--- config.mk ---
export PLATFORM = sky130hd
export DESIGN_NAME = seven_segment_mux
export DESIGN_NICKNAME = d
export VERILOG_FILES = /design/src/rtl/seven_segment_mux.sv
export SDC_FILE = /design/constraint.sdc
export NUM_CORES = 1
export LEC_CHECK = 0
export ABC_AREA = 0
export CAP_MARGIN = 5
export CORE_ASPECT_RATIO = 1.2
export CORE_UTILIZATION = 54
export CTS_CLUSTER_DIAMETER = 150
export DETAILED_ROUTE_END_ITERATION = 10
export PLACE_DENSITY = 0.8
export SLEW_MARGIN = 20
export SYNTH_ARGS = -nofsm -noshare
export SYNTH_HDL_FRONTEND = slang
export SYNTH_SLANG_ARGS = --single-unit
export TNS_END_PERCENT = 1
--- constraint.sdc ---
create_clock -name clk -period 3.5 [get_ports clk]
set_input_delay 1.05 -clock clk [delete_from_list [all_inputs] [get_ports clk]]
set_output_delay 1.05 -clock clk [all_outputs]
set_load 0.01 [all_outputs]
--- src/rtl/seven_segment_mux.sv ---
// seven_segment_mux: time-multiplexed 8-digit hex seven-segment driver with frame-latched inputs
module seven_segment_mux #(
  parameter int CLK_FREQUENCY          = 100_000_000,
  parameter int MIN_SEGMENT_DISPLAY_US = 10_000
) (
  input  logic        clk,
  input  logic        rst,
  input  logic [31:0] display_val,
  input  logic [7:0]  dp,
  input  logic        blank,
  output logic [6:0]  segments,
  output logic        dp_out,
  output logic [7:0]  an_out,
  output logic        frame_done
);
  localparam int DIGIT_CLOCKS = CLK_FREQUENCY / 1_000_000 * MIN_SEGMENT_DISPLAY_US;
  localparam int TW = DIGIT_CLOCKS < 2 ? 1 : $clog2(DIGIT_CLOCKS);
  localparam logic [16*7-1:0] SEG = {
    7'b0111000, 7'b0110000, 7'b1000010, 7'b0110001,
    7'b1100000, 7'b0001000, 7'b0000100, 7'b0000000,
    7'b0001111, 7'b0100000, 7'b0100100, 7'b1001100,
    7'b0000110, 7'b0010010, 7'b1001111, 7'b0000001
  };

  if (DIGIT_CLOCKS < 2) begin : g_bad_timing
    $fatal(1, "seven_segment_mux: DIGIT_CLOCKS must be at least 2");
  end

  logic [TW-1:0] timer_q, timer_d;
  logic [2:0]    digit_q, digit_d;
  logic          loaded_q;
  logic          wrap_q, wrap_d;
  logic [31:0]   val_q;
  logic [7:0]    dp_q;
  logic          blank_q;
  logic          last, reload;
  logic [3:0]    nib;
  logic [6:0]    seg_d;
  logic [7:0]    an_d;
  logic          dp_d;

  // Sequencing and output decode from the current digit and frame snapshot
  always_comb begin
    last    = loaded_q && timer_q == TW'(DIGIT_CLOCKS - 1);
    timer_d = (!loaded_q || last) ? '0 : timer_q + 1'b1;
    digit_d = last ? digit_q + 3'd1 : digit_q;
    wrap_d  = last && digit_q == 3'd7;
    reload  = !loaded_q || wrap_d;
    nib     = val_q[{digit_q, 2'b00} +: 4];
    an_d    = blank_q ? 8'hFF : ~(8'b1 << digit_q);
    seg_d   = blank_q ? 7'h7F : SEG[nib*7 +: 7];
    dp_d    = blank_q | ~dp_q[digit_q];
  end

  // State, frame snapshot and registered outputs; wrap_q delays frame_done to align with digit 0
  always_ff @(posedge clk or posedge rst) begin
    if (rst) begin
      timer_q    <= '0;
      digit_q    <= '0;
      loaded_q   <= 1'b0;
      wrap_q     <= 1'b0;
      val_q      <= '0;
      dp_q       <= '0;
      blank_q    <= 1'b1;
      segments   <= 7'h7F;
      dp_out     <= 1'b1;
      an_out     <= 8'hFF;
      frame_done <= 1'b0;
    end else begin
      timer_q    <= timer_d;
      digit_q    <= digit_d;
      loaded_q   <= 1'b1;
      wrap_q     <= wrap_d;
      val_q      <= reload ? display_val : val_q;
      dp_q       <= reload ? dp : dp_q;
      blank_q    <= reload ? blank : blank_q;
      segments   <= seg_d;
      dp_out     <= dp_d;
      an_out     <= an_d;
      frame_done <= wrap_q;
    end
  end
endmodule

==> results of run 1 <==
==> layer usage <==
| metal | vias to the layer above | share of wire | track usage |
|---|---|---|---|
| met3 | 14 | 0.041 | 0.0488 |
| met4 | 0 | 0.019 | 0.0970 |
| met1 | 1232 | 0.43 | 0.284 |
| li1 | 1197 | - | - |
| met5 | - | 0 | 0 |
| met2 | 52 | 0.51 | 0.363 |
==> registers in the layout, indices dropped and copies added (netlist names) <==
name and count:
dp_out 1, dp_q 8, loaded_q 1, frame_done 1, wrap_q 1, digit_q 3
val_q 32, blank_q 1, timer_q 20, segments 7, an_out 8
==> cell usage in the layout (no fill, tap or decap), drive strengths merged, types with 7 or more instances in the layout <==
| master | instances |
|---|---|
| clkbuf | 12 |
| inv | 13 |
| mux4 | 9 |
| o21ai | 7 |
| mux2i | 14 |
| nor2 | 18 |
| dfrtp | 66 |
| nand3 | 8 |
| dfstp | 17 |
| ha | 13 |
| nand2 | 19 |
| mux2 | 44 |
| clkdlybuf4s50 | 59 |
| a21oi | 8 |
==> critical path: stages (launching register included) <==
cell and delay (ns):
dfrtp_1 0.74, ha_1 0.29, ha_1 0.19, inv_1 0.09, o31ai_4 0.59, buf_12 0.28, mux2_2 0.36
==> final timing paths <==
| path | from | to | cells past startpoint |
|---|---|---|---|
| min | wrap_q | frame_done | 0 |
| max | digit_q[1] | val_q[19] | 6 |
| min reg2reg | wrap_q | frame_done | 0 |
| max in group asynchronous | rst | blank_q | 3 |
| max reg2reg | digit_q[1] | val_q[19] | 6 |
| min in group asynchronous | rst | dp_q[0] | 2 |
==> power by group <==
| part | switching (W) | internal (W) |
|---|---|---|
| clock network | 0.000330 | 0.000440 |
| logic | 0.000110 | 0.000158 |
| registers | 0.0000347 | 0.00104 |
| total | 0.000475 | 0.00163 |
==> logic make-up (layout without fill, tap and decap cells) <==
kind of cell,Yosys count,in the layout,share of synthesized area
other cells,1,1,0.000961
fa+ha+maj,13,13,0.0417
mux,67,67,0.216
compound gates,26,26,0.0423
simple gates,75,75,0.0997
flops,83,83,0.537
buf+inv,27,95,0.0353
xor+xnor,12,12,0.0269
==> metrics by stage <==
step,cells,instance area (µm²),worst slack (ns)
after floorplan,304,3900,0.341
after global placement,443,4590,0.893
after detailed placement,443,4590,0.817
after CTS,459,4810,0.800
after global routing,459,4810,0.632
final,459,4810,0.823
==> area by class of cell <==
class / instances / area, µm² / area share
clock buffer: 12 / 155 / 0.0322
multi-input combinational: 194 / 1680 / 0.348
clock inverter: 4 / 72.6 / 0.0151
inverter: 14 / 53.8 / 0.0112
tap: 87 / 109 / 0.0226
sequential: 83 / 2100 / 0.436
timing repair buffer: 65 / 648 / 0.135
==> results.yml, run 1 <==
synthesis:
  postSynthAreaPerCell_um2: 12.8
  ys.flop_type: "dfrtp_1"
  ys_warn_count: 0
  async_reset_ff_frac: 1.00
  synth_area_leader_cell: "dfrtp_1"
  ys_seq_elements: 83
  synth-edff-count: 0
  synth_fp_nets: 360
  syn_inst: 304
  synth_common_cells: "dfrtp_1 (66), mux2_2 (41), nand2_1 (19)"
  synth_area_um2: 3900
  synthTopCellsByArea: "dfrtp_1 (42%), mux2_2 (12%), dfstp_2 (11%), mux4_2 (5.2%), ha_1 (4.2%)"
  netlist.area_leader.share: 0.423
  ys_seq_area_frac: 0.538
  yosysMostFrequentCell: "dfrtp_1"
  yosysUniqueCellTypes: 43
detailed_routing:
  drc: 0
  route.antenna.remaining_nets: 0
  routed_via_density: 5.44
  wl_um: 7420
  vias: 2495
  dr.pass1.iters: 4
  wl_per_cell_um: 16.2
  drt_iter0_markers: 82
timing:
  drv_slew: 0
  setup_viol: 0
  skew_ns: 0.00789
  rsz0062_at_grt: "no"
  worst_pin_slew_ns: 0.726
  slew_headroom: 0.516
  worst_hold_slack_ns: 0.358
  achievable-frequency_ghz: 0.374
  min_period_ns: 2.68
  hold_viol: 0
  layout_worst_path_cycle_share: 0.765
  tns_ns: 0
placement:
  hpwl_um: 5350
  port_buffers: 59
  gp_congestion: 0.805
floorplan:
  io_pins: 60
  initial_utilization: 0.566
  coreArea_um2: 6900
  die_h_um: 95.1
  die_area_um2: 7570
  fp.dieW_um: 79.6
  num_rows: 33
grt:
  grt.total_usage: 0.222
  first_global_vias: 2580
  grt_pass1_wl_um: 12500
  overflow: 0
  antenna_found_initial: 0
  grt_start_max_net_pins: 45
critical_path:
  reg2reg_slack_ns: 0.82
  worstPathRequired_ns: 3.73
  worstSetupEndpointType: "flip-flop"
  critPathArrivalTime_ns: 2.91
  critPathKind: "flip-flop to flip-flop"
  worst_setup_path_start_kind: "flip-flop"
  critPathMaxFanout: 31
layout:
  syn_to_final_growth_pct: 23.3
  drive_above_1_share: 0.255
  diodes: 0
  fillers: 478
  fin_util: 0.698
  layout.nets: 423
flow_run:
  max_cap_violations: 0
clock_network:
  cts-htree-levels: 3
  cts_hold_buf: 0
  cts_max_path_buffers: 2
  clk_pin_slew_ns: 0.08
  cts_setup_buffers: 0
  clk_latency_ns: 0.35
  cts_resized: 0
  cts-root-buf: "clkbuf_8"
  cts_inserted_buffers: 9
  cts_tree: "yes"
  numClockSinks: 83
power:
  power_density_nw_per_um2: 438
  ir_worst_vdd_uv: 335
  p_leak_nw: 2.00
  p_total_w: 0.00211
status:
  status: "complete, no violations"
min_path:
  hold_class: "flip-flop to flip-flop"
Power figures use the tool's default switching activity.
==> run 2, diff against run 1 <==
Clock period 3.5 ns to 2.7 ns, I/O delays scaled along.
==> results.yml, run 2 (synthesized netlist as in run 1, its figures left out) <==
power:
  p_total_w: 0.00274
  p_leak_nw: 2.00
  power_density_nw_per_um2: 569
  ir_worst_vdd_uv: 415
critical_path:
  worst_setup_path_start_kind: "flip-flop"
  critPathKind: "flip-flop to flip-flop"
  worstSetupEndpointType: "flip-flop"
  critPathArrivalTime_ns: 2.67
  critPathMaxFanout: 12
  worstPathRequired_ns: 2.97
  ff2ff_path_depth: 6
detailed_routing:
  vias: 2502
  wl_met1_um: 3320
  drc: 0
  met2_wirelength_um: 3710
  route.antenna.remaining_nets: 0
  highest_layer: "met4"
  routed_via_density: 5.46
  drt_iter0_markers: 111
  dr.pass1.iters: 4
  wl_per_cell_um: 16.0
  wl_um: 7330
  wl_met3_um: 230
floorplan:
  initial_utilization: 0.566
  io_pins: 60
  die_area_um2: 7570
  num_rows: 33
  coreArea_um2: 6900
  fp.dieW_um: 79.6
  die_h_um: 95.1
clock_network:
  cts-htree-levels: 3
  cts_setup_buffers: 0
  numClockSinks: 83
  clk_latency_ns: 0.34
  clk_pin_slew_ns: 0.08
  cts_inserted_buffers: 9
  cts_tree: "yes"
  cts_hold_buf: 0
  cts_max_path_buffers: 2
  cts-root-buf: "clkbuf_8"
timing:
  setup_viol: 0
  drv_slew: 0
  min_period_ns: 2.40
  tns_ns: 0
  slew_headroom: 0.666
  skew_ns: 0.00319
  worst_pin_slew_ns: 0.488
  hold_viol: 0
  worst_hold_slack_ns: 0.367
  rsz0062_at_grt: "no"
  layout_worst_path_cycle_share: 0.890
  achievable-frequency_ghz: 0.416
flow_run:
  max_cap_violations: 0
placement:
  port_buffers: 59
  postPlaceCellArea_um2: 4590
  hpwl_um: 5110
  gp_congestion: 0.773
layout:
  regMostFlops: "val_q"
  fillers: 474
  largest_reg_flops: 32
  drive_above_1_share: 0.256
  final_cell_mix: "dfrtp_1 (65), clkdlybuf4s50_1 (59), mux2_2 (41)"
  layout.nets: 422
  top_regs: "val_q (32), timer_q (20)"
  stdcell_area_um2: 4820
  diodes: 0
  syn_to_final_growth_pct: 23.5
  layout_commonest_cell: "dfrtp_1"
grt:
  first_global_vias: 2546
  overflow: 0
  antenna_found_initial: 0
  grt_start_max_net_pins: 84
  grt_pass1_wl_um: 12400
  grt.total_usage: 0.217
min_path:
  min_path_cells: 0
  hold_class: "flip-flop to flip-flop"
status:
  status: "complete, no violations"
-- run 2: cell count changes in the layout (fill, tap and decap cells not counted) --
cell / previous run / this run
clkinvlp_4: 1 / 2
dfrtp_1: 66 / 65
buf_4: 5 / 3
dfrtp_2: 0 / 1
clkinv_2: 2 / 1
buf_12: 1 / 2
-- run 2: report_power, final --
group          leakage [nW]  switching [W]  internal, W
registers              1.00      0.0000470      0.00134
clock network         0.113       0.000430     0.000571
logic                 0.882       0.000145     0.000207
-- run 2: layout make-up --
class | count | area, µm² | share of cell area
flip-flops and latches | 83 | 2100 | 0.435
inverters | 14 | 56.3 | 0.0117
clock inverters | 4 | 72.6 | 0.0150
well taps | 87 | 109 | 0.0226
clock buffers | 12 | 155 | 0.0322
repair buffers | 64 | 653 | 0.135
multi-input cells | 194 | 1680 | 0.348
-- run 2: critical path: stages, from the launching register on --
cell and delay (ns):
dfrtp_2 0.57, mux4_2 0.54, mux2i_1 0.42, inv_1 0.18
ha_1 0.21, mux2_2 0.26, o21ai_0 0.14
-- run 2: repair_timing --
| action | CTS | global route |
|---|---|---|
| endpoints found under the hold margin | 0 | 0 |
| setup endpoints to repair | 0 | 4 |
| gates resized for setup | 0 | 1 |
-- run 2: metal layers --
layer,up-vias,track usage
met3,7,0.0316
li1,1201,-
met2,50,0.375
met5,-,0
met4,0,0.0864
met1,1244,0.274
-- run 2: path summary, 6_finish.rpt --
path | from | to | slack, ns
hold / removal | wrap_q | frame_done | 0.37
setup reg to reg | digit_q[1] | segments[2] | 0.30
min in group asynchronous | rst | dp_q[3] | 0.94
max in group asynchronous | rst | segments[2] | 1.42
setup / recovery | digit_q[1] | segments[2] | 0.30
hold reg to reg | wrap_q | frame_done | 0.37
-- run 2: through the flow --
| stage | utilization | worst slack [ns] | cells |
|---|---|---|---|
| after floorplan | - | 0.569 | 304 |
| after global placement | 0.666 | 0.235 | 442 |
| after detailed placement | 0.666 | 0.125 | 442 |
| after CTS | 0.699 | 0.117 | 458 |
| after global routing | 0.699 | 0.184 | 458 |
| final | 0.699 | 0.297 | 458 |
